--- config.mk ---
export PLATFORM = sky130hd
export DESIGN_NAME = boot_loader
export DESIGN_NICKNAME = d
export VERILOG_FILES = /design/src/rtl/boot_loader.sv
export SDC_FILE = /design/constraint.sdc
export NUM_CORES = 1
export LEC_CHECK = 0
export BUFFER_PORTS_ARGS = -buffer_cell sky130_fd_sc_hd__clkbuf_2
export CORE_ASPECT_RATIO = 0.75
export CORE_MARGIN = 2
export CORE_UTILIZATION = 57
export DETAILED_ROUTE_END_ITERATION = 10
export GPL_ROUTABILITY_DRIVEN = 0
export PLACE_DENSITY_LB_ADDON = 0.3
export SYNTH_ARGS = -nofsm -noshare
export SYNTH_HDL_FRONTEND = slang
export SYNTH_SLANG_ARGS = --single-unit
--- constraint.sdc ---
create_clock -name clk_i -period 5.9 [get_ports clk_i]
set_input_delay 0 -clock clk_i [delete_from_list [all_inputs] [get_ports clk_i]]
set_output_delay 0 -clock clk_i [all_outputs]
set_load 0.01 [all_outputs]
--- src/rtl/boot_loader.sv ---
// boot_loader: receives a framed, checksummed program image into RAM, then releases the CPU and passes its memory bus through
module boot_loader #(
  parameter int RAM_SIZE_LOG = 8
) (
  input  logic        clk_i,
  input  logic        rst_i,
  input  logic [7:0]  rx_data_i,
  input  logic        rx_valid_i,
  output logic        rx_ready_o,
  input  logic [15:0] cpu_addr_i,
  input  logic [15:0] cpu_data_i,
  input  logic        cpu_we_i,
  output logic [15:0] mem_addr_o,
  output logic [15:0] mem_data_o,
  output logic        mem_we_o,
  output logic        cpu_rst_o,
  output logic        done_o,
  output logic        err_o
);
  localparam int IW = RAM_SIZE_LOG + 1;
  typedef enum logic [2:0] {LEN_LO, LEN_HI, DATA_LO, DATA_HI, WRITE, CHECK, RUN, ERROR} state_t;
  state_t state_q, state_d;
  logic [IW-1:0] idx_q, idx_d;
  logic [15:0] n_q, n_d;
  logic [7:0] sum_q, sum_d, lo_q, lo_d, hi_q, hi_d;
  logic cpu_rst_q, done_q, err_q;
  logic ready_st, acc;
  logic [15:0] n_full;
  assign ready_st = state_q != WRITE && state_q != RUN && state_q != ERROR;
  assign rx_ready_o = ready_st && !rst_i;
  assign acc = rx_valid_i && ready_st;
  assign n_full = {rx_data_i, n_q[7:0]};
  always_comb begin
    state_d = state_q;
    idx_d = idx_q;
    n_d = n_q;
    lo_d = lo_q;
    hi_d = hi_q;
    sum_d = acc ? sum_q ^ rx_data_i : sum_q;
    case (state_q)
      LEN_LO: if (acc) begin
        n_d[7:0] = rx_data_i;
        state_d = LEN_HI;
      end
      LEN_HI: if (acc) begin
        n_d[15:8] = rx_data_i;
        state_d = ({1'b0, n_full} > (17'(1) << RAM_SIZE_LOG)) ? ERROR : (n_full == 16'd0) ? CHECK : DATA_LO;
      end
      DATA_LO: if (acc) begin
        lo_d = rx_data_i;
        state_d = DATA_HI;
      end
      DATA_HI: if (acc) begin
        hi_d = rx_data_i;
        state_d = WRITE;
      end
      WRITE: begin
        idx_d = idx_q + 1'b1;
        state_d = (16'(idx_q) + 16'd1 == n_q) ? CHECK : DATA_LO;
      end
      CHECK: if (acc) state_d = (rx_data_i == sum_q) ? RUN : ERROR;
      default: ;
    endcase
  end
  always_ff @(posedge clk_i or posedge rst_i) begin
    if (rst_i) begin
      state_q <= LEN_LO;
      idx_q <= '0;
      n_q <= '0;
      sum_q <= '0;
      lo_q <= '0;
      hi_q <= '0;
      cpu_rst_q <= 1'b1;
      done_q <= 1'b0;
      err_q <= 1'b0;
    end else begin
      state_q <= state_d;
      idx_q <= idx_d;
      n_q <= n_d;
      sum_q <= sum_d;
      lo_q <= lo_d;
      hi_q <= hi_d;
      cpu_rst_q <= state_d != RUN;
      done_q <= state_d == RUN;
      err_q <= state_d == ERROR;
    end
  end
  // Once running the loader is invisible; before that the CPU side is ignored.
  assign mem_we_o = (state_q == RUN) ? cpu_we_i : (state_q == WRITE);
  assign mem_addr_o = (state_q == RUN) ? cpu_addr_i : (state_q == ERROR) ? 16'd0 : 16'(idx_q);
  assign mem_data_o = (state_q == RUN) ? cpu_data_i : {hi_q, lo_q};
  assign cpu_rst_o = cpu_rst_q;
  assign done_o = done_q;
  assign err_o = err_q;
endmodule

==> out/results.txt <==
Status: complete, no violations
GRT overflow: 0
Fin. Hold Viols: 0
Max Transition Viols Final: 0
#FFs+latches synth: 55
Unique masters post-synth: 41
Hold_sp: rx_data_i[6]
Starting density of the core: 58.0%
Fin Setup TNS: 0 ns
Max Cap Viol: 0
Ratio of cells with drive above 1 in the final layout: 38.3%
# DRC: 0
PnR Total Power: 0.00170 W
Largest net degree at the start of global routing: 56
Vias in the first global route: 2122
Final setup fails: 0
Sw Ratio: 39.4%
Worst vdd ir: 0.000291 V
Syn Inst Count: 295
Clock-pin transition on the worst setup and hold timing paths: 0.11 ns
TritonCTS clock tree: built
RR Endpoint: state_q[2]$_DFF_PP0_
XOR/XNOR share of the synthesized area: 9.75%
Layout Skew: 0.00780 ns
Required time worst endpoint: 5.90 ns
Hold EP: sum_q[6]$_DFFE_PP0P_
Post-synthesis mux area share: 17.3%
Core footprint: 5270 µm²
Critical Path Start Type: register
Root Buffer: clkbuf_8
Die Ht: 67.4 µm
Post-synthesis adder-cell area fraction: 0.410%
DP HPWL: 4.96 mm
Final period util: 45.6%
Compound-Gate Fraction of Synth Area: 7.21%
Post-Synthesis Mean Instance Area: 10.3 µm²
Routed via count: 2463
Die area: 5960 µm²
Syn nets: 340
DRT iter0 DRCs: 201
Power share of the clock group: 13.3%
Antenna-violating nets left: 0
Synthesized-area fraction occupied by and/or/nand/nor cells: 17.7%
Worst-skew pair later-pin latency: 0.32 ns
Total internal power: 0.00103 W
Min cycle time layout: 2.69 ns
Filler cell count in the final layout: 398
Flop-to-flop setup slack: 3.48 ns
Total GRT Usage: 23.9%
Worst-path fanout max: 24
Max_slew headroom: 37.3%
Die W: 88.5 µm
Num ports: 81
First-pass GRT wire length: 10.7 mm
Fmax: 0.372 GHz
Gate power share: 45.1%
Critical path type: register to primary output
Critical Path End Type: primary output
Clock Sinks: 55
First-pass DRT Iterations: 4
Post-synth EDFFs: 0
Hold Path Stages: 3
Sequential share of power: 41.6%
Port bufs: 80
Seq/Total Area, Yosys: 45.1%
RR Startpoint: idx_q[0]$_DFFE_PP0P_
WL/cell: 14.8 µm
Leakage Power: 1.64 nW
N_diodes: 0
RSZ-0062 raised after global routing: no
Commonest register cell after synthesis: dfrtp_1
Ys async rst share: 100%
Worst Hold Class: primary input to register
Mapped Area: 3050 µm²
Initial antenna violation count: 0
Wirelength, routed: 6.61 mm
TritonCTS buffer count: 5
Routed vias/inst: 5.50
Bufs on Longest Clock Path: 2
Main combinational cell family by area after synthesis: simple AND/OR/NAND/NOR gates
Total Nets Final: 417
Pwr dens: 469 nW/µm²
Yosys warning total: 0
H-tree depth: 2
P_sw: 0.000668 W
Row Count: 23
Least-Margin Pin Slew: 0.939 ns
Synth-to-Final Area Change: 18.4%
Worst Path Arrival: 2.69 ns
R2R depth: 7
==> critical path, stage by stage, from the launching register on <==
cell and delay [ns]:
dfrtp_1 0.56, nand2_1 0.41, nor2_2 0.85, mux2_2 0.41
clkbuf_2 0.13
==> how the worst max path moves through the flow <==
stage | from | to | slack [ns] | cells past startpoint
CTS | state_q[1]$_DFF_PP0_ | mem_data_o[4] | 3.20 | 4
global route | state_q[1]$_DFF_PP0_ | mem_data_o[4] | 2.97 | 4
global placement | state_q[1]$_DFF_PP0_ | mem_data_o[4] | 3.60 | 4
detailed placement | idx_q[0]$_DFFE_PP0P_ | state_q[2]$_DFF_PP0_ | 3.51 | 7
finish | state_q[1]$_DFF_PP0_ | mem_data_o[1] | 3.21 | 4
floorplan | idx_q[1]$_DFFE_PP0P_ | state_q[2]$_DFF_PP0_ | 3.88 | 8
==> placed cells by master, fill, tap and decap left out, types with 2 or more instances in the layout <==
cell	count
clkbuf_2	80
dfrtp_1	54
mux2_2	47
nand2_1	36
xnor2_1	18
o21ai_0	17
xor2_1	16
nand2b_1	14
nor2_1	12
and2_1	8
nor4_1	8
nand3_1	7
clkbuf_8	5
nand4_1	4
nor3_1	4
a21oi_1	4
inv_1	3
nor2b_1	3
o31ai_1	2
and3_1	2
a31oi_1	2
dlygate4sd3_1	2
==> cell usage after synthesis, drive strengths merged, types with 4 or more instances <==
cell type,n,share of area (%)
buf,5,0.98
a21oi,4,0.66
nor3,5,0.98
and2,8,1.6
xor2,16,4.6
nand3,7,1.1
o21ai,18,3.0
inv,4,0.49
nand2b,14,2.9
nand4,5,1.2
clkbuf,8,0.98
xnor2,18,5.2
nor4,8,1.6
mux2,47,17
dfrtp,54,44
nand2,36,4.4
nor2,13,1.6
==> through the flow <==
stage                     std cells  util [%]  setup slack, ns  hold slack (ns)  instance area, µm²
after CTS                       448      68.6             3.20           0.0136                3610
final                           448      68.6             3.21           0.0143                3610
after floorplan                 295         -             3.88           0.0441                3050
after global placement          438      66.4             3.60            0.220                3500
after global routing            448      68.6             2.97           0.0249                3610
after detailed placement        438      66.4             3.51            0.229                3500
==> power groups by stage <==
stage / registers (W) / clock network [W] / logic, W
after floorplan: 0.000638 / 0 / 0.000602
after global placement: 0.000701 / 0 / 0.000746
after detailed placement: 0.000713 / 0 / 0.000765
after CTS: 0.000704 / 0.000230 / 0.000769
after global routing: 0.000731 / 0.000248 / 0.000845
final: 0.000706 / 0.000226 / 0.000764
==> cell families (layout without fill, tap and decap cells) <==
logic type | count (synthesis) | in the layout
and+or+nand+nor | 106 | 106
xor gates and xnor gates | 34 | 34
DFF | 55 | 55
AOI/OAI and AO/OA | 35 | 35
muxes | 47 | 47
adders and majority gates | 1 | 1
buffers and inverters | 17 | 95
==> final cells by class <==
| cell class | instances | area (µm²) | area share [%] |
|---|---|---|---|
| sequential | 55 | 1380 | 38.1 |
| tap | 75 | 93.8 | 2.60 |
| clock buffer | 5 | 68.8 | 1.90 |
| inverter | 4 | 15.0 | 0.416 |
| clock inverter | 3 | 27.5 | 0.762 |
| timing repair buffer | 83 | 428 | 11.8 |
| multi-input combinational | 223 | 1600 | 44.4 |
==> flip-flops by register name, indices dropped and copies added (netlist names) <==
signal     flops
cpu_rst_o      1
err_o          1
done_o         1
hi_q           8
n_q           16
state_q        3
idx_q          9
sum_q          8
lo_q           8
==> repair_timing <==
action,CTS,global route
buffers inserted,0,0
endpoints found under the setup margin,0,0
hold buffers,2,0
endpoints found under the hold margin,55,0
resized for setup,0,0
==> layer usage <==
| metal | part of all wire, % | global-route usage (%) |
|---|---|---|
| met3 | 5.6 | 6.36 |
| met4 | 0.92 | 4.92 |
| met2 | 45 | 36.0 |
| met5 | 0 | 0 |
| met1 | 49 | 35.0 |
(Power assumes the default switching activity.)
